===== config.mk =====
export PLATFORM = sky130hd
export DESIGN_NAME = div_mse_monitor
export DESIGN_NICKNAME = d
export VERILOG_FILES = /design/src/rtl/div_mse_monitor.sv
export SDC_FILE = /design/constraint.sdc
export NUM_CORES = 1
export LEC_CHECK = 0
export CAP_MARGIN = 20
export CORE_ASPECT_RATIO = 1.2
export CORE_UTILIZATION = 55
export CTS_CLUSTER_SIZE = 12
export DETAILED_ROUTE_END_ITERATION = 8
export GPL_TIMING_DRIVEN = 0
export PLACE_DENSITY = 0.79
export SKIP_LAST_GASP = 1
export SYNTH_ARGS = -nofsm -noshare
export SYNTH_HDL_FRONTEND = slang
export SYNTH_SLANG_ARGS = --single-unit

===== constraint.sdc =====
create_clock -name clk -period 8.25 [get_ports clk]
set_input_delay 1.65 -clock clk [delete_from_list [all_inputs] [get_ports clk]]
set_output_delay 1.65 -clock clk [all_outputs]
set_load 0.02 [all_outputs]

===== src/rtl/div_mse_monitor.sv =====
// Error-statistics monitor for the 16/8 array divider. It takes each operand pair and the
// quotient/remainder the array produced, recomputes the exact result with an 8-step restoring
// divider, and accumulates saturating squared errors, sample counts and the peak quotient error.
module div_mse_monitor #(
  parameter int unsigned ACC_W = 40,
  parameter int unsigned CNT_W = 24
) (
  input  logic             clk,
  input  logic             rst,
  input  logic             in_valid,
  output logic             in_ready,
  input  logic [15:0]      n,
  input  logic [7:0]       d,
  input  logic [7:0]       q_apx,
  input  logic [7:0]       r_apx,
  input  logic             clr,
  output logic             busy,
  output logic [ACC_W-1:0] sum_sq_q,
  output logic [ACC_W-1:0] sum_sq_r,
  output logic [7:0]       max_abs_q,
  output logic [CNT_W-1:0] n_valid,
  output logic [CNT_W-1:0] n_skip,
  output logic             err_flag
);

  typedef enum logic [1:0] {StIdle, StDiv, StAcc} state_e;

  state_e           state_q, state_d;
  logic [7:0]       d_q, d_d;
  logic [7:0]       qa_q, qa_d;
  logic [7:0]       ra_q, ra_d;
  logic [7:0]       lo_q, lo_d;     // dividend low byte, consumed MSB first
  logic [2:0]       step_q, step_d;
  logic [7:0]       rem_q, rem_d;   // partial remainder, always below d
  logic [7:0]       quo_q, quo_d;
  logic [ACC_W-1:0] ssq_q, ssq_d;
  logic [ACC_W-1:0] ssr_q, ssr_d;
  logic [7:0]       maxq_q, maxq_d;
  logic [CNT_W-1:0] nval_q, nval_d;
  logic [CNT_W-1:0] nskip_q, nskip_d;
  logic             err_q, err_d;

  // Restoring step datapath: shift in next dividend bit, trial-subtract at 9-bit width.
  logic [8:0] rem_sh;
  logic [9:0] trial;
  logic       borrow;
  logic       unused_trial;

  assign rem_sh       = {rem_q, lo_q[7]};
  assign trial        = {1'b0, rem_sh} - {2'b00, d_q};
  assign borrow       = trial[9];
  assign unused_trial = trial[8];

  // Error terms; squaring the magnitudes keeps the multiply unsigned.
  logic [8:0]       eq, er;
  logic [7:0]       abs_eq, abs_er;
  logic [15:0]      sq_eq, sq_er;
  logic [ACC_W:0]   add_q, add_r;

  assign eq     = {1'b0, qa_q} - {1'b0, quo_q};
  assign er     = {1'b0, ra_q} - {1'b0, rem_q};
  assign abs_eq = eq[8] ? (8'd0 - eq[7:0]) : eq[7:0];
  assign abs_er = er[8] ? (8'd0 - er[7:0]) : er[7:0];
  assign sq_eq  = 16'(abs_eq) * 16'(abs_eq);
  assign sq_er  = 16'(abs_er) * 16'(abs_er);
  assign add_q  = {1'b0, ssq_q} + (ACC_W + 1)'(sq_eq);
  assign add_r  = {1'b0, ssr_q} + (ACC_W + 1)'(sq_er);

  logic is_skip;
  assign is_skip = (d == 8'd0) || (n[15:8] >= d);

  // Next-state: clear, accept/skip, restoring steps and statistics update.
  always_comb begin
    state_d = state_q;
    d_d     = d_q;
    qa_d    = qa_q;
    ra_d    = ra_q;
    lo_d    = lo_q;
    step_d  = step_q;
    rem_d   = rem_q;
    quo_d   = quo_q;
    ssq_d   = ssq_q;
    ssr_d   = ssr_q;
    maxq_d  = maxq_q;
    nval_d  = nval_q;
    nskip_d = nskip_q;
    err_d   = err_q;

    if (clr) begin
      // Abort any in-flight sample and discard it.
      state_d = StIdle;
      ssq_d   = '0;
      ssr_d   = '0;
      maxq_d  = '0;
      nval_d  = '0;
      nskip_d = '0;
      err_d   = 1'b0;
    end else begin
      unique case (state_q)
        StIdle: begin
          if (in_valid) begin
            d_d  = d;
            qa_d = q_apx;
            ra_d = r_apx;
            lo_d = n[7:0];
            if (is_skip) begin
              nskip_d = (nskip_q == '1) ? nskip_q : nskip_q + CNT_W'(1);
            end else begin
              state_d = StDiv;
              step_d  = 3'd0;
              rem_d   = n[15:8];
              quo_d   = 8'd0;
            end
          end
        end
        StDiv: begin
          rem_d  = borrow ? rem_sh[7:0] : trial[7:0];
          quo_d  = {quo_q[6:0], ~borrow};
          lo_d   = {lo_q[6:0], 1'b0};
          step_d = step_q + 3'd1;
          if (step_q == 3'd7) begin
            state_d = StAcc;
          end
        end
        StAcc: begin
          ssq_d   = add_q[ACC_W] ? '1 : add_q[ACC_W-1:0];
          ssr_d   = add_r[ACC_W] ? '1 : add_r[ACC_W-1:0];
          nval_d  = (nval_q == '1) ? nval_q : nval_q + CNT_W'(1);
          maxq_d  = (abs_eq > maxq_q) ? abs_eq : maxq_q;
          err_d   = err_q | (eq != 9'd0) | (er != 9'd0);
          state_d = StIdle;
        end
        default: state_d = StIdle;
      endcase
    end
  end

  // State and statistics registers with synchronous reset.
  always_ff @(posedge clk) begin
    if (rst) begin
      state_q <= StIdle;
      d_q     <= '0;
      qa_q    <= '0;
      ra_q    <= '0;
      lo_q    <= '0;
      step_q  <= '0;
      rem_q   <= '0;
      quo_q   <= '0;
      ssq_q   <= '0;
      ssr_q   <= '0;
      maxq_q  <= '0;
      nval_q  <= '0;
      nskip_q <= '0;
      err_q   <= 1'b0;
    end else begin
      state_q <= state_d;
      d_q     <= d_d;
      qa_q    <= qa_d;
      ra_q    <= ra_d;
      lo_q    <= lo_d;
      step_q  <= step_d;
      rem_q   <= rem_d;
      quo_q   <= quo_d;
      ssq_q   <= ssq_d;
      ssr_q   <= ssr_d;
      maxq_q  <= maxq_d;
      nval_q  <= nval_d;
      nskip_q <= nskip_d;
      err_q   <= err_d;
    end
  end

  assign in_ready  = (state_q == StIdle);
  assign busy      = (state_q != StIdle);
  assign sum_sq_q  = ssq_q;
  assign sum_sq_r  = ssr_q;
  assign max_abs_q = maxq_q;
  assign n_valid   = nval_q;
  assign n_skip    = nskip_q;
  assign err_flag  = err_q;

endmodule


After elaboration in Yosys (flattened, before gate mapping)
Cells that the tools add are included.
- divide/modulo/power cells: 0
- add/sub/neg operators: 10
- $lt $le $gt $ge: 2
- multipliers: 2
- shift operators: 0
- reduce and logical (&&, ||, !) cells: 15
- multiplexer cells: 20
- bitwise logic cells: 6
- equal/unequal tests: 8
- operator list (cell ; count):
    adder 40 x 16 -> 41 bit ; 2
    2-to-1 mux 40 bit ; 2
    2-to-1 mux 8 bit ; 8
    adder 24 x 1 -> 24 bit, second input constant ; 2
    == test 24 bit, second input constant ; 2
    case mux 8 bit (2 select lines) ; 3
    multiplier 8 x 8 -> 16 bit ; 2
    nonzero test 9 bit ; 2
    subtractor 8 x 8 -> 9 bit ; 2
    subtractor 1 x 8 -> 8 bit, first input constant ; 2
    subtractor 9 x 8 -> 10 bit ; 1
    AND reduction 3 bit ; 3
    greater-or-equal comparator 8 bit ; 1
    > comparator 8 bit ; 1
    logical NOT 8 bit ; 1
    AND reduction 4 bit ; 2
    2-to-1 mux 2 bit ; 3
    2-to-1 mux 3 bit ; 2
    != test 2 bit, second input constant ; 3
    case mux 3 bit (2 select lines) ; 1
    inverter 1 bit ; 4
    case mux 2 bit (2 select lines) ; 1
    AND reduction 2 bit ; 2
    nonzero test 2 bit ; 2
    other kinds (8) ; 9
- output and inout bits: 139
- memory bits (read-only): 0
- memory bits (writable): 0
- input port bits: 44
- word-level logic and storage cells: 77
- memories: 0
- latch bits: 0
- bits in registers: 190

Depth between registers and ports, before layout
Gate-level depths: netlist of the first run.
- depth after elaboration: 6
- depth in mapped cells: 30
- mapped depth without buffers: 30

Worst setup path before layout of the first run
Ideal clock, no wire load.
- kind: flip-flop to flip-flop
- from: register rem_q[0]
- to: register ssr_q[22], in the netlist sum_sq_r[22]
- slack: 1.697 ns
- arrival: 6.462 ns
- required time: 8.159 ns
- path buffers: 0
- cell stages (with the launch flop): 26
- cells stage by stage: dfxtp_1 > ha_1 > inv_1 > fa_1 > a21o_1 > a21oi_2 > xnor2_1 > or3_4 > o31ai_4 > xnor2_2 > nor2_1 > fa_1 > fa_1 > fa_1 > inv_1 > fa_1 > inv_1 > ha_1 > nand3_1 > nor4bb_1 > nor2_1 > a21oi_1 > o22ai_1 > o21ai_1 > nor2_1 > a311oi_1
- longest elaborated chain between the ends: 6
- RTL lines (item ; RTL line ; RTL):
    from (decl) ; 34 ; logic [7:0] rem_q, rem_d;
    from (signal assigned) ; 162 ; rem_q <= rem_d;
    subtractor 8 x 8 -> 9 bit * ; 61 ; assign er = {1'b0, ra_q} - {1'b0, rem_q};
    subtractor 1 x 8 -> 8 bit ; 63 ; assign abs_er = er[8] ? (8'd0 - er[7:0]) : er[7:0];
    2-to-1 mux 8 bit * ; 63 ;
    multiplier 8 x 8 -> 16 bit * ; 65 ; assign sq_er = 16'(abs_er) * 16'(abs_er);
    adder 40 x 16 -> 41 bit * ; 67 ; assign add_r = {1'b0, ssr_q} + (ACC_W + 1)'(sq_er);
    2-to-1 mux 40 bit * ; 127 ; ssr_d = add_r[ACC_W] ? '1 : add_r[ACC_W-1:0];
    to (signal assigned) ; 165 ; ssr_q <= ssr_d;
    to (decl) ; 37 ; logic [ACC_W-1:0] ssr_q, ssr_d;
Every way passes the cells marked *; elsewhere a longest branch is shown, timed or not.
A chain may end at the register's enable or synchronous reset.

Final worst setup path of the first run
- from: register rem_q[0]
- to: register ssr_q[27], in the netlist sum_sq_r[27]
The elaborated chain is that of the path after synthesis.

==> summary.txt, run 1 <==
STA
  • Hold WS: 0.4590 ns
  • RSZ-0062 raised after global routing: false
  • Post-route setup slack: 0.4470 ns
  • Highest Clock Rate: 128.2 MHz
  • Slew @ Worst Pin: 0.9909 ns
  • Final hold vios: 0
  • Clk_skew: 0.01378 ns
  • Final setup viols: 0
  • Max Slew Vio Count: 0
  • Tmin final: 7.803 ns
  • Fin Setup TNS: 0 ns
  • Worst slew margin: 33.71%
  • Fraction of the cycle the final worst path needs: 94.58%

Worst setup path
  • CP required: 8.61 ns
  • Worst EP arrival: 8.16 ns
  • Setup crit start kind: flip-flop
  • Critical path origin: rem_q[0]
  • Reg2reg start: rem_q[0]
  • Critical setup path kind: reg -> reg
  • CP Max Fanout: 10
  • CP endpoint kind: flip-flop

GRT
  • Initial antenna violation count: 0
  • First-pass GRT wire length: 61980 um
  • Total global routing overflow: 0
  • All-layer global routing usage: 29.35%
  • Largest net degree at the start of global routing: 18
  • Vias in the first global route: 12.86k

Detailed routing
  • Detailed-route wire length per cell: 16.52 um
  • DRT iter0 DRCs: 613
  • Final Routed Wirelength: 37990 um
  • Via density per instance: 5.669
  • Post-DRT Antenna Nets: 0
  • Vias: 13.04k
  • Number of remaining DRC errors: 0
  • Drt pass-1 iters: 5

Floorplan
  • Core footprint: 25460 sq um
  • Ports: 183
  • Die footprint: 26560 sq um
  • Die X: 148.9 um
  • Die Y: 178.3 um
  • # rows: 64
  • Initial core utilization: 55.96%

Synthesis
  • Synth Flop Type: dfxtp_1
  • Cell taking the most area after synthesis: dfxtp_1
  • Post-synth EDFFs: 0
  • Syn_nets: 2006
  • Most frequent cell after synthesis: inv_1
  • Commonest cells in the netlist: 220 x inv_1, 190 x dfxtp_1, 185 x nor2_1, 161 x nand2_1, 147 x a21oi_1
  • Synthesized area per cell: 8.119 sq um
  • Syn Inst Count: 1755
  • Post-Syn Area: 14250 sq um
  • Synth Register Bits: 190
  • Sequential area share after synthesis: 26.69%
  • Synth top area share: 26.69%
  • Synth async-reset ratio: 0%
  • Area contributors post-synth: dfxtp_1 27%, ha_1 11%, fa_1 11%, inv_1 5.8%, a21oi_1 5.2%
  • Yosys warns: 0
  • Yosys cell types: 68

Placed design
  • Dpl hpwl: 29660 um
  • Placed Instance Area: 16470 sq um
  • Routability cong.: 0.9248
  • Buffers on Ports: 181
  • Post-Place Setup Slack: 0.2628 ns

Final layout
  • Area grow syn2layout: 20.06%
  • Fillers: 2144
  • Fraction of layout cells with a size suffix above 1: 4.264%
  • Fin nets: 2208
  • Fin area: 17110 sq um
  • Ant. Diodes: 0

CTS
  • Hold_buf cts: 0
  • Root buffer cell: clkbuf_16
  • Clk slew on worst S/H paths: 0.07 ns
  • Clock Latency Late Sink: 0.45 ns
  • H-tree levels: 4
  • Clk sink count: 190
  • CTS buffer count: 17
  • CTS tree: done
  • CTS max path bufs: 2
  • Post-CTS Setup Bufs: 0
  • CTS resizes: 0

Pwr
  • Sw Ratio: 49.14%
  • Clock power share: 13.9%
  • Worst VDD drop: 705.6 uV
  • Switching pwr: 3.056 mW
  • Logic pwr share: 71.0%
  • Power Total: 6.219 mW
  • Leak pwr: 7.081 nW
  • PD cells: 363.6 nW/um^2
  • Seq pwr share: 15.1%
  • P_int: 3.163 mW

Hold path
  • Hold_sp: d_q[5]
  • Hold Crit Class: reg -> reg

Outcome
  • Status: completed

Run
  • Max Cap Viol: 0
-- area by class of cell --
class | instances | area, sq um | area share [%]
clock buffers | 20 | 456.7 | 2.670
inverters | 220 | 825.8 | 4.827
well taps | 330 | 412.9 | 2.414
flip-flops and latches | 190 | 3804 | 22.24
repair buffers | 183 | 1827 | 10.68
multi-input cells | 1280 | 9382 | 54.84
plain buffers | 65 | 251.5 | 1.470
clock inverters | 12 | 147.6 | 0.8631
-- cell usage in the layout (no fill, tap or decap), types with 8 or more instances in the layout --
cell,count
clkbuf_1,57
nand3_1,59
or2_2,11
fa_1,77
a21o_1,16
a21oi_1,147
o21a_1,8
a211oi_1,11
ha_1,130
nand2_1,161
inv_1,220
xor2_1,65
o31ai_1,8
mux2i_1,10
nor2b_1,10
and3_1,30
nor3_1,32
o21ai_0,73
or3_1,9
nand4_1,29
a221oi_1,10
clkbuf_16,17
a31oi_1,15
nand2b_1,14
dfxtp_1,190
xnor2_1,56
nor4_1,8
nor2_1,185
clkdlybuf4s50_1,181
-- flip-flops by register name (all words and copies together) (netlist names), 8 cells and up --
| signal | cells |
|---|---|
| sum_sq_q | 40 |
| sum_sq_r | 40 |
| ra_q | 8 |
| quo_q | 8 |
| qa_q | 8 |
| n_skip | 24 |
| d_q | 8 |
| n_valid | 24 |
| max_abs_q | 8 |
| lo_q | 8 |
| rem_q | 8 |
-- worst max-delay path: stages, from the launching register on --
cell and delay, ns:
dfxtp_1 0.43, ha_1 0.20, inv_1 0.06, fa_1 0.40
a21o_1 0.22, a21oi_2 0.17, o21ai_1 0.12, a31oi_4 0.39
o21ai_0 0.18, xor2_1 0.80, nor2_1 0.13, fa_1 0.53
fa_1 0.53, fa_1 0.55, inv_1 0.06, fa_1 0.53
inv_1 0.04, ha_1 0.37, nand3_1 0.16, nor4bb_1 0.30
nor2_1 0.09, a21oi_1 0.29, o21ai_1 0.24, or3_1 0.49
clkbuf_1 0.28, o21ai_0 0.16
-- path summary, 6_finish.rpt --
path	to	slack, ns	cells past startpoint
worst max-delay path	sum_sq_r[27]	0.45	25
worst min-delay path	d_q[5]	0.46	2
worst max register to register	sum_sq_r[27]	0.45	25
worst min register to register	d_q[5]	0.46	2
-- per-layer routing --
metal / vias to the layer above / share of wire (%) / routed length, um / global-route usage (%)
li1: 6304 / - / - / -
met1: 6282 / 42 / 15960 / 34.81
met2: 372 / 49 / 18750 / 51.98
met3: 81 / 5.2 / 1967 / 5.294
met4: 0 / 3.4 / 1309 / 11.86
met5: - / 0 / 0 / 0
-- power groups by stage --
stage / registers (mW) / logic (mW) / clock network (mW)
finish: 0.938 / 4.42 / 0.864
global placement: 0.958 / 4.25 / 0
detailed placement: 0.959 / 4.38 / 0
CTS: 0.937 / 4.42 / 0.869
global route: 0.939 / 5.06 / 0.902
floorplan: 0.956 / 3.53 / 0
-- stage by stage --
step,utilization (%),std cells
after floorplan,-,1755
after global placement,64.69,2266
after detailed placement,64.69,2266
after CTS,67.06,2298
after global routing,67.18,2300
final,67.18,2300
-- logic make-up (layout without fill, tap and decap cells) --
logic type | after synthesis | in the layout | share of synthesized area (%)
AND/OR/NAND/NOR | 575 | 575 | 18.65
AO/OA/AOI/OAI | 358 | 358 | 15.74
buffers and inverters | 285 | 500 | 7.561
adder cells (fa/ha/maj) | 207 | 207 | 22.23
flip-flops | 190 | 190 | 26.69
XOR/XNOR | 130 | 130 | 8.412
multiplexers | 10 | 10 | 0.7025
Power figures use the tool's default switching activity.
==> run 2, diff against run 1 <==
- CORE_ASPECT_RATIO: 1.2 -> not set
==> run 2 against run 1 <==
Compared with the run above:
- maximum frequency grew 1.2%
- die area about the same
- clock skew down 0.0040 ns
- count of clock-buffer cells in the layout decreased by 3
- cell count hardly changed
- clock power fell by 2.5%
- sequential cell count unchanged
- sequential power hardly changed
- critical path type unchanged
- largest cell class unchanged
==> summary.txt, run 2 (synthesis results as in run 1) <==
Outcome
  • Status: completed

CTS
  • CTS max path bufs: 2 (unchanged)
  • CTS resizes: 0 (unchanged)
  • CTS buffer count: 17 (unchanged)
  • Hold_buf cts: 0 (unchanged)
  • CTS tree: done
  • Clk slew on worst S/H paths: 0.08 ns (about the same)
  • H-tree levels: 4 (unchanged)
  • Post-CTS Setup Bufs: 0 (unchanged)
  • Root buffer cell: clkbuf_16
  • Clk sink count: 190 (unchanged)
  • Clock Latency Late Sink: 0.45 ns (about the same)

Final layout
  • Fraction of layout cells with a size suffix above 1: 4.266% (about the same)
  • Commonest non-fill, non-tap cell in the layout: inv_1
  • Ant. Diodes: 0 (unchanged)
  • Area grow syn2layout: 19.94% (about the same)
  • Fin area: 17090 sq um (about the same)
  • Fin nets: 2207 (-0.045%)
  • Fillers: 2100 (-2.1%)
  • Most frequent cells in the layout: 220 x inv_1, 190 x dfxtp_1, 185 x nor2_1

Placed design
  • Buffers on Ports: 181 (unchanged)
  • Placed Instance Area: 16470 sq um (unchanged)
  • Routability cong.: 0.9261 (+0.14%)
  • Dpl hpwl: 29540 um (-0.40%)

Floorplan
  • Die X: 163.0 um (+9.4%)
  • Die Y: 163.0 um (-8.6%)
  • Die footprint: 26550 sq um (about the same)
  • Initial core utilization: 56.26% (+0.30 points)
  • Core footprint: 25330 sq um (-0.54%)
  • Ports: 183 (unchanged)
  • # rows: 58 (-9.4%)

Pwr
  • Sw Ratio: 49.50% (+0.36 points)
  • PD cells: 359.9 nW/um^2 (-1.0%)
  • P_int: 3.106 mW (-1.8%)
  • Leak pwr: 7.068 nW (-0.18%)
  • Switching pwr: 3.045 mW (-0.38%)
  • Worst VDD drop: 631.3 uV (-11%)
  • Seq pwr share: 15.2% (about the same)
  • Power Total: 6.151 mW (-1.1%)
  • Clock power share: 13.7% (-0.2 points)
  • Logic pwr share: 71.1% (about the same)

Detailed routing
  • Post-DRT Antenna Nets: 0 (unchanged)
  • Detailed-route wire length per cell: 16.24 um (-1.6%)
  • Drt pass-1 iters: 7 (+2)
  • DRT iter0 DRCs: 1048 (+71%)
  • Number of remaining DRC errors: 0 (unchanged)
  • Via density per instance: 5.646 (-0.40%)
  • Final Routed Wirelength: 37350 um (-1.7%)
  • Vias: 12.98k (-0.44%)

Worst setup path
  • Worst EP arrival: 8.04 ns (-0.12 ns)
  • Critical path origin: quo_q[0]
  • Reg2reg setup slack: 0.54 ns (+0.10 ns)
  • Worst setup path end: sum_sq_q[8]
  • CP required: 8.58 ns (-0.03 ns)
  • Worst stage delay on the critical path: 0.58 ns (-0.22 ns)
  • CP endpoint kind: flip-flop
  • R2R depth: 26 (+4.0%)
  • Setup crit start kind: flip-flop
  • CP Max Fanout: 10 (unchanged)
  • Critical setup path kind: reg -> reg
  • Reg2reg start: quo_q[0]
  • Worst reg2reg path endpoint: sum_sq_q[8]
  • Slowest CP cell: xor2_1

GRT
  • Vias in the first global route: 12.32k (-4.3%)
  • Total global routing overflow: 0 (unchanged)
  • All-layer global routing usage: 28.55% (-0.80 points)
  • First-pass GRT wire length: 60120 um (-3.0%)
  • Largest net degree at the start of global routing: 20 (+2)
  • Initial antenna violation count: 0 (unchanged)

STA
  • Slew @ Worst Pin: 0.8837 ns (-0.1072 ns)
  • Final setup viols: 0 (unchanged)
  • Fin Setup TNS: 0 ns (unchanged)
  • Max Slew Vio Count: 0 (unchanged)
  • Tmin final: 7.707 ns (-0.09606 ns)
  • Clk_skew: 0.009774 ns (-0.004010 ns)
  • Highest Clock Rate: 129.8 MHz (+1.2%)
  • Final hold vios: 0 (unchanged)
  • Worst slew margin: 40.89% (+7.2 points)
  • Fraction of the cycle the final worst path needs: 93.42% (-1.2 points)
  • RSZ-0062 raised after global routing: false

Run
  • Max Cap Viol: 0 (unchanged)

Hold path
  • Hold Crit Class: reg -> reg
[run 2: changes by cell type in the layout (fill, tap and decap cells not counted)]
cell,before,now
buf_4,2,1
bufinv_16,2,1
clkbuf_1,57,56
clkbuf_8,2,0
clkinv_2,0,1
clkinv_8,0,3
inv_6,5,4
inv_8,1,2
mux2i_1,10,9
mux2i_2,0,1
xor2_1,65,66
xor2_2,3,2
[run 2: final cells by class]
class / instances / area (sq um) / share of cell area [%]
multi-input cells: 1280 / 9378 / 54.87
well taps: 330 / 412.9 / 2.416
repair buffers: 182 / 1819 / 10.64
flip-flops and latches: 190 / 3804 / 22.26
clock inverters: 15 / 173.9 / 1.018
clock buffers: 17 / 425.4 / 2.489
inverters: 220 / 825.8 / 4.832
plain buffers: 65 / 251.5 / 1.472
[run 2: worst min path at each step]
stage	start	to	slack, ns	cells past startpoint
3_5_place_dp	step_q[1]	step_q[1]	0.45	2
6_report	d_q[5]	d_q[5]	0.46	2
2_1_floorplan	quo_q[7]	quo_q[7]	0.43	2
3_3_place_gp	quo_q[7]	quo_q[7]	0.44	2
4_1_cts	step_q[1]	step_q[1]	0.46	2
5_1_grt	quo_q[7]	quo_q[7]	0.49	2
[run 2: stage by stage]
step | worst slack, ns | cells | hold slack [ns] | utilization [%]
2_1_floorplan | 1.697 | 1755 | 0.4319 | -
3_3_place_gp | 0.3467 | 2266 | 0.4416 | 65.04
3_5_place_dp | 0.1765 | 2266 | 0.4521 | 65.04
4_1_cts | 0.09369 | 2298 | 0.4607 | 67.41
5_1_grt | 0.07583 | 2299 | 0.4883 | 67.48
6_report | 0.5431 | 2299 | 0.4605 | 67.48
[run 2: power by group through the flow]
stage          Sequential [mW]  Clock, mW  Combinational [mW]
2_1_floorplan            0.956          0                3.53
3_3_place_gp             0.959          0                4.19
3_5_place_dp             0.959          0                4.31
4_1_cts                  0.937      0.851                4.36
5_1_grt                  0.939      0.896                5.01
6_report                 0.938      0.842                4.37
[run 2: routing by layer]
metal	up-vias	GRT usage [%]	wire, um
met5	-	0	0
met4	0	8.921	751
met3	55	4.405	2416
met2	461	48.45	17920
met1	6151	37.14	16260
li1	6314	-	-
[run 2: worst max-delay path, delay by kind of cell, from the launching register on]
family          cells  cell delay (ns)
xor+xnor            2             0.84
flops               1             0.38
buf+inv             5             0.74
simple gates        1             0.27
fa+ha+maj           7             2.90
compound gates     11             2.43
==> run 3, diff against run 2 <==
- REMOVE_ABC_BUFFERS: not set -> 1
==> run 3 against run 2 <==
Compared with the run above:
- first-iteration DRC count is 5.2% lower
- clock skew increased by 0.0053 ns
- clock power up 8.3%
- power rose by 2.1%
- via count down 3.6%
==> summary.txt, run 3 (synthesis results as in run 1) <==
Outcome
  • Status: completed

STA
  • Final setup viols: 0 (unchanged)
  • Fraction of the cycle the final worst path needs: 94.78% (+1.4 points)
  • Highest Clock Rate: 127.9 MHz (-1.4%)
  • Clk_skew: 0.01504 ns (+0.005264 ns)
  • Hold WS: 0.4566 ns (-0.003829 ns)
  • Slew @ Worst Pin: 1.054 ns (+0.1705 ns)
  • Final hold vios: 0 (unchanged)
  • Fin Setup TNS: 0 ns (unchanged)
  • Tmin final: 7.819 ns (+0.1122 ns)
  • RSZ-0062 raised after global routing: false
  • Worst slew margin: 29.46% (-11 points)
  • Max Slew Vio Count: 0 (unchanged)
  • Post-route setup slack: 0.4309 ns (-0.1122 ns)

Detailed routing
  • Detailed-route wire length per cell: 15.08 um (-7.2%)
  • Number of remaining DRC errors: 0 (unchanged)
  • Post-DRT Antenna Nets: 0 (unchanged)
  • Via density per instance: 5.574 (-1.3%)
  • Final Routed Wirelength: 33840 um (-9.4%)
  • DRT iter0 DRCs: 993 (-5.2%)
  • Drt pass-1 iters: 5 (-2)
  • Vias: 12.51k (-3.6%)

Pwr
  • PD cells: 368.0 nW/um^2 (+2.2%)
  • Power Total: 6.282 mW (+2.1%)
  • Worst VDD drop: 831.8 uV (+32%)
  • Leak pwr: 7.075 nW (about the same)

Worst setup path
  • Setup crit start kind: flip-flop
  • Reg2reg start: rem_q[0]
  • CP endpoint kind: flip-flop
  • Worst reg2reg path endpoint: sum_sq_r[22]
  • Reg2reg setup slack: 0.43 ns (-0.11 ns)
  • CP Max Fanout: 9 (-1)
  • CP required: 8.60 ns (+0.02 ns)
  • Worst EP arrival: 8.17 ns (+0.13 ns)
  • Critical path origin: rem_q[0]
  • Critical setup path kind: reg -> reg
  • R2R depth: 26 (unchanged)

GRT
  • Total global routing overflow: 0 (unchanged)
  • All-layer global routing usage: 25.88% (-2.7 points)
  • Largest net degree at the start of global routing: 61 (+200%)
  • First-pass GRT wire length: 56420 um (-6.2%)
  • Initial antenna violation count: 0 (unchanged)
  • Vias in the first global route: 11.98k (-2.7%)

Hold path
  • Hold_sp: quo_q[7]
  • Hold Crit Depth: 2 (unchanged)
  • Hold path endpoint: quo_q[7]
  • Hold Crit Class: reg -> reg

Final layout
  • Fraction of layout cells with a size suffix above 1: 4.807% (+0.54 points)
  • Ant. Diodes: 0 (unchanged)
  • Util after Layout: 67.41% (-0.069 points)
  • Most frequent cells in the layout: 220 x inv_1, 190 x dfxtp_1, 182 x nor2_1
  • Area grow syn2layout: 19.82%
  • Commonest non-fill, non-tap cell in the layout: inv_1
  • Fin nets: 2152 (-2.5%)

CTS
  • Hold_buf cts: 0 (unchanged)
  • Post-CTS Setup Bufs: 0 (unchanged)
  • H-tree levels: 4 (unchanged)
  • Root buffer cell: clkbuf_16
  • Clk slew on worst S/H paths: 0.08 ns (about the same)
  • CTS max path bufs: 2 (unchanged)
  • CTS resizes: 0 (unchanged)
  • Clock Latency Late Sink: 0.44 ns (about the same)
  • CTS buffer count: 17 (unchanged)
  • Clk sink count: 190 (unchanged)
  • CTS tree: done

Floorplan
  • Ports: 183 (unchanged)
  • Initial core utilization: 56.26% (unchanged)
  • Core footprint: 25330 sq um (unchanged)
  • Die X: 163.0 um (unchanged)
  • Die Y: 163.0 um (unchanged)
  • # rows: 58 (unchanged)
  • Die footprint: 26550 sq um (unchanged)

Placed design
  • Routability cong.: 0.8720 (-5.8%)
  • Dpl hpwl: 25010 um (-15%)
  • Buffers on Ports: 182 (+0.55%)
  • Post-Place Setup Slack: 0.09315 ns (-0.08333 ns)

Run
  • Max Cap Viol: 0 (unchanged)
## run 3: changes by cell type in the layout (fill, tap and decap cells not counted), sizes merged
cell / delta
clkinvlp: -2
clkbuf: -56
nand4b: +1
inv: +2
bufinv: +1
clkinv: -1
## run 3: worst max-delay path by stage
stage / to / slack (ns) / cells after the start
2_1_floorplan: sum_sq_q[20] / 1.14 / 26
6_report: sum_sq_r[22] / 0.43 / 26
4_1_cts: sum_sq_q[20] / 0.07 / 27
3_3_place_gp: sum_sq_q[20] / -0.42 / 27
5_1_grt: sum_sq_r[22] / 0.03 / 24
3_5_place_dp: sum_sq_q[20] / 0.09 / 26
## run 3: final cells by class
| type | instances | area, sq um |
|---|---|---|
| clock buffer | 17 | 425.4 |
| multi-input combinational | 1281 | 9434 |
| tap | 330 | 412.9 |
| sequential | 190 | 3804 |
| clock inverter | 15 | 214.0 |
| fill | 2135 | 8254 |
| timing repair buffer | 191 | 1957 |
| inverter | 220 | 825.8 |
## run 3: report_power, final
part / total, mW / internal [mW] / leakage [nW] / switching [mW]
clock: 0.912 / 0.472 / 0.312 / 0.440
sequential: 0.937 / 0.928 / 1.53 / 0.00902
combinational: 4.43 / 1.75 / 5.23 / 2.69
total: 6.28 / 3.15 / 7.08 / 3.14
## run 3: worst max-delay path: stages, from the launching register on
cell	delay (ns)
dfxtp_1	0.41
ha_1	0.19
inv_1	0.05
fa_1	0.39
a21o_1	0.22
a21oi_2	0.18
o21ai_1	0.12
a31oi_4	0.38
mux2i_1	0.86
nor2_1	0.25
inv_1	0.13
fa_1	0.45
fa_1	0.53
inv_1	0.05
fa_1	0.47
inv_1	0.05
fa_1	0.53
inv_1	0.04
ha_1	0.37
nand2_1	0.09
nor4bb_1	0.37
nor2_1	0.13
a21oi_1	0.32
o22ai_1	0.21
o21ai_1	0.53
nor2_1	0.13
a311oi_1	0.28
## run 3: routing by layer
| layer | global-route usage (%) | routed length, um | up-vias |
|---|---|---|---|
| met1 | 34.15 | 15420 | 5997 |
| li1 | - | - | 6188 |
| met3 | 3.005 | 1398 | 34 |
| met4 | 6.712 | 434 | 0 |
| met5 | 0 | 0 | - |
| met2 | 44.70 | 16590 | 289 |
## run 3: through the flow
step	cells	area, sq um
after detailed placement	2210	16400
final	2244	17070
after global routing	2244	17070
after CTS	2242	17040
after global placement	2202	16230
after floorplan	1690	14000
==> patch 1: new RTL, flow settings as in run 1 <==
Reset style: asynchronous (`rst`), changed in one clocked block. Comments in the files are not updated.
--- a/src/rtl/div_mse_monitor.sv
+++ b/src/rtl/div_mse_monitor.sv
@@ -136,7 +136,7 @@
   end
 
   // State and statistics registers with synchronous reset.
-  always_ff @(posedge clk) begin
+  always_ff @(posedge clk or posedge rst) begin
     if (rst) begin
       state_q <= StIdle;
       d_q     <= '0;
Function: differs if rst is asserted again (counterexample within 4 cycles, from zero or initial values and one cycle with rst high); with rst held inactive, the same outputs for 10 cycles.
==> patch 1 against run 1 <==
- the flow now finishes with violations (design-rule violations)
- count of clock-buffer cells in the layout down 3
- cell area increased by 5.3%
- non-clock buffer count fell by 5
- sequential cell count is the same
- clock skew hardly changed
- wire length up 6.7%
- worst setup slack lost 0.056 ns
- hold slack better by 0.028 ns
- via count decreased by 0.73%
- synthesized area increased by 4.9%
- critical path type unchanged
Power is not shown: default switching activity piles up to over one toggle a cycle in this logic, so the estimate is an artifact.
==> patch 1: results <==
set metrics [dict create \
    hold_ws_ns 0.487 \
    ys_warn_count 0 \
    period_minus_slack_ns 7.86 \
    slew_headroom_pct 29.4 \
    r2r_slack_ns 0.39 \
    numCtsBuffers 17 \
    hpwl_um 30900 \
    clkTransAtPathRegs_ns 0.08 \
    synth_area_leaders "dfrtp_1 (32%), ha_1 (11%), fa_1 (10%)" \
    fin_cells 2185 \
    synth.distinct_cells 82 \
    dr.pass1.iters 9 \
    cts_root_buffer "clkbuf_16" \
    hold_start "lo_q[4]$_DFFE_PP0P_" \
    ys_seq_area_share_pct 31.8 \
    synth.top_cells.by_count "inv_1 (211), dfrtp_1 (190), nor2_1 (156), ha_1 (131), nand2_1 (110)" \
    status "finished, violations left" \
    antenna_found_initial 0 \
    clk_latency_ns 0.45 \
    drc 9 \
    worst_r2r_endpoint "sum_sq_r[27]$_DFFE_PP0P_" \
    final.setup_skew_ns 0.0140 \
    vias_per_cell 5.92 \
    drtIter0Drc 796 \
    min_to "lo_q[4]$_DFFE_PP0P_" \
    grt_max_degree 101 \
    crit_path_top_delay_cell "fa_1" \
    hold_depth 2 \
    layout.nets 2089 \
    rr_worst_depth 31 \
    violations "design-rule violations" \
    htree_levels 4 \
    pre_cts_slack_ns -0.0557 \
    grt_pass1_wl_um 65900 \
    r2r_start "ra_q[0]$_DFFE_PP0P_" \
    post_drt_wl_per_cell_um 18.5 \
    fillers 2076 \
    slowest_delay_ns 0.52 \
    grt_pass1_vias 12815 \
    syn_inst 1631 \
    synth_fp_nets 1883 \
    path_max_fanout 10 \
    gp_congestion 0.929 \
    synth_flop_cell "dfrtp_1" \
    groute.usage.overall_pct 30.1 \
    async_reset_ff_share_pct 100 \
    drive_gt1_share_pct 6.54 \
    antenna_cells 0 \
]
## patch 1: cell families (layout without fill, tap and decap cells)
kind of cell,after synthesis,count (layout),synth area share (%)
fa+ha+maj,209,209,21.4
xor+xnor,105,105,6.48
simple gates,484,484,15.8
compound gates,337,337,14.9
mux,38,38,2.67
flops,190,190,31.8
buf+inv,268,487,6.93
## patch 1: worst min-delay path: cells and delay by family (launching register included)
family / cells / cell delay, ns
flops: 1 / 0.34
compound gates: 1 / 0.06
simple gates: 1 / 0.05
## patch 1: worst max path at each step
stage | startpoint | endpoint | slack, ns | depth (start not counted)
after floorplan | ra_q[0]$_DFFE_PP0P_ | sum_sq_r[27]$_DFFE_PP0P_ | 1.38 | 29
after global placement | rst | sum_sq_r[16]$_DFFE_PP0P_ | -1.19 | 2
after detailed placement | rem_q[0]$_DFFE_PP0P_ | sum_sq_r[27]$_DFFE_PP0P_ | -0.06 | 28
after CTS | rem_q[0]$_DFFE_PP0P_ | sum_sq_r[27]$_DFFE_PP0P_ | 0.03 | 28
after global routing | qa_q[0]$_DFFE_PP0P_ | sum_sq_q[11]$_DFFE_PP0P_ | -0.06 | 27
final | ra_q[0]$_DFFE_PP0P_ | sum_sq_r[27]$_DFFE_PP0P_ | 0.39 | 31
## patch 1: through the flow
step                area (um^2)  util, %
floorplan                 14900        -
global placement          17200     64.8
detailed placement        17200     64.9
CTS                       17900     67.4
global route              18000     67.9
finish                    18000     67.9
## patch 1: timing repair
item                                    4_1_cts  5_1_grt
endpoints found under the setup margin        5       67
setup buffers                                 0        5
resized for setup                             4       17
hold endpoints to repair                      0        0
## patch 1: area by class of cell
type / instances / area share [%]
plain buffers: 56 / 1.35
clock buffers: 17 / 2.36
clock inverters: 15 / 1.24
inverters: 212 / 4.46
multi-input cells: 1173 / 51.4
flip-flops and latches: 190 / 26.4
well taps: 335 / 2.33
repair buffers: 187 / 10.4
## patch 1: layer usage
metal  share of wire [%]  global-route usage [%]  vias to the layer above
met5                   0                       0                        -
met4                 3.2                    11.5                        0
met3                 7.3                    6.58                       90
met2                  50                    52.0                      464
met1                  40                    36.7                     6378
li1                    -                       -                     6012
==> patch 2: new RTL, settings of run 1 <==
Made on the original files. Set the parameter `ACC_W` to 48 (it was 40).
--- a/src/rtl/div_mse_monitor.sv
+++ b/src/rtl/div_mse_monitor.sv
@@ -2,7 +2,7 @@
 // quotient/remainder the array produced, recomputes the exact result with an 8-step restoring
 // divider, and accumulates saturating squared errors, sample counts and the peak quotient error.
 module div_mse_monitor #(
-  parameter int unsigned ACC_W = 40,
+  parameter int unsigned ACC_W = 48,
   parameter int unsigned CNT_W = 24
 ) (
   input  logic             clk,
Interface: changed (resized sum_sq_q and sum_sq_r); port bits go from 183 to 199. No check against the original RTL was run, so the function may have changed too.
==> patch 2 against run 1 <==
- total power decreased by 5.1%
- synthesized cell count rose by 2.7%
- worst setup slack better by 0.039 ns
- count of clock-buffer cells in the layout is 9 higher
- cell area rose by 5.7%
- wire length grew 6.2%
- sequential cell count grew 16
- clock skew rose by 0.0073 ns
- sequential power grew 9%
- die area grew 3.8%
- synthesized area is 3.9% higher
- first-iteration DRC count grew 1.8%
- sequential share of layout area rose by 0.57 points
==> patch 2: results <==
set metrics [dict create \
    final.setup_skew_ns 0.0211 \
    cts-resized-gates 2 \
    grtUsageMet3_pct 4.85 \
    rows 65 \
    seqPwrFrac_pct 17.2 \
    grt_max_degree 13 \
    grt_util_met1_pct 34.4 \
    inverters 223 \
    clkbuf_count 29 \
    synth.top_cells.by_count "inv_1 (219), dfxtp_1 (206), nor2_1 (173), a21oi_1 (163), nand2_1 (159)" \
    hold_ws_ns 0.453 \
    numCtsBuffers 24 \
    rr_worst_depth 28 \
    worst_r2r_endpoint "sum_sq_q[35]$_SDFFE_PP0P_" \
    met1_length_um 16200 \
    synth.distinct_cells 77 \
    drt-total-wl_um 40300 \
    status "finished clean" \
    placed_area_um2 17200 \
    multi_input_cells 1312 \
    power_clock_uw 1030 \
    final-clk-cell-share_pct 4.14 \
    layout.nets 2281 \
    slowest_delay_ns 0.61 \
    signal_buffers 263 \
    use_met2_pct 52.9 \
]
## patch 2: cell types whose count changed after synthesis, sizes merged, moves of 12 or more
cell	delta
nor2	-14
a21oi	+15
xnor2	+23
dfxtp	+16
o21ai	-13
nor3	+12
xor2	-17
## patch 2: kinds of logic (layout without fill, tap and decap cells)
group | count (synthesis) | after routing | synth area share [%]
simple gates | 586 | 586 | 19.0
flops | 206 | 206 | 27.9
buf+inv | 285 | 526 | 7.40
fa+ha+maj | 207 | 207 | 21.4
mux | 10 | 10 | 0.676
xor+xnor | 136 | 136 | 8.10
compound gates | 373 | 373 | 15.6
## patch 2: tightest hold or removal path, stage by stage (launching register included)
cell and delay (ns):
dfxtp_1 0.30, nand2_1 0.05, a21oi_1 0.05
## patch 2: metrics by stage
step,setup WS [ns],std cells,util (%)
3_3_place_gp,-0.00297,2336,65.3
3_5_place_dp,-0.106,2336,65.3
2_1_floorplan,1.39,1803,-
4_1_cts,0.0336,2376,68.2
5_1_grt,0.00487,2379,68.6
6_report,0.486,2379,68.6
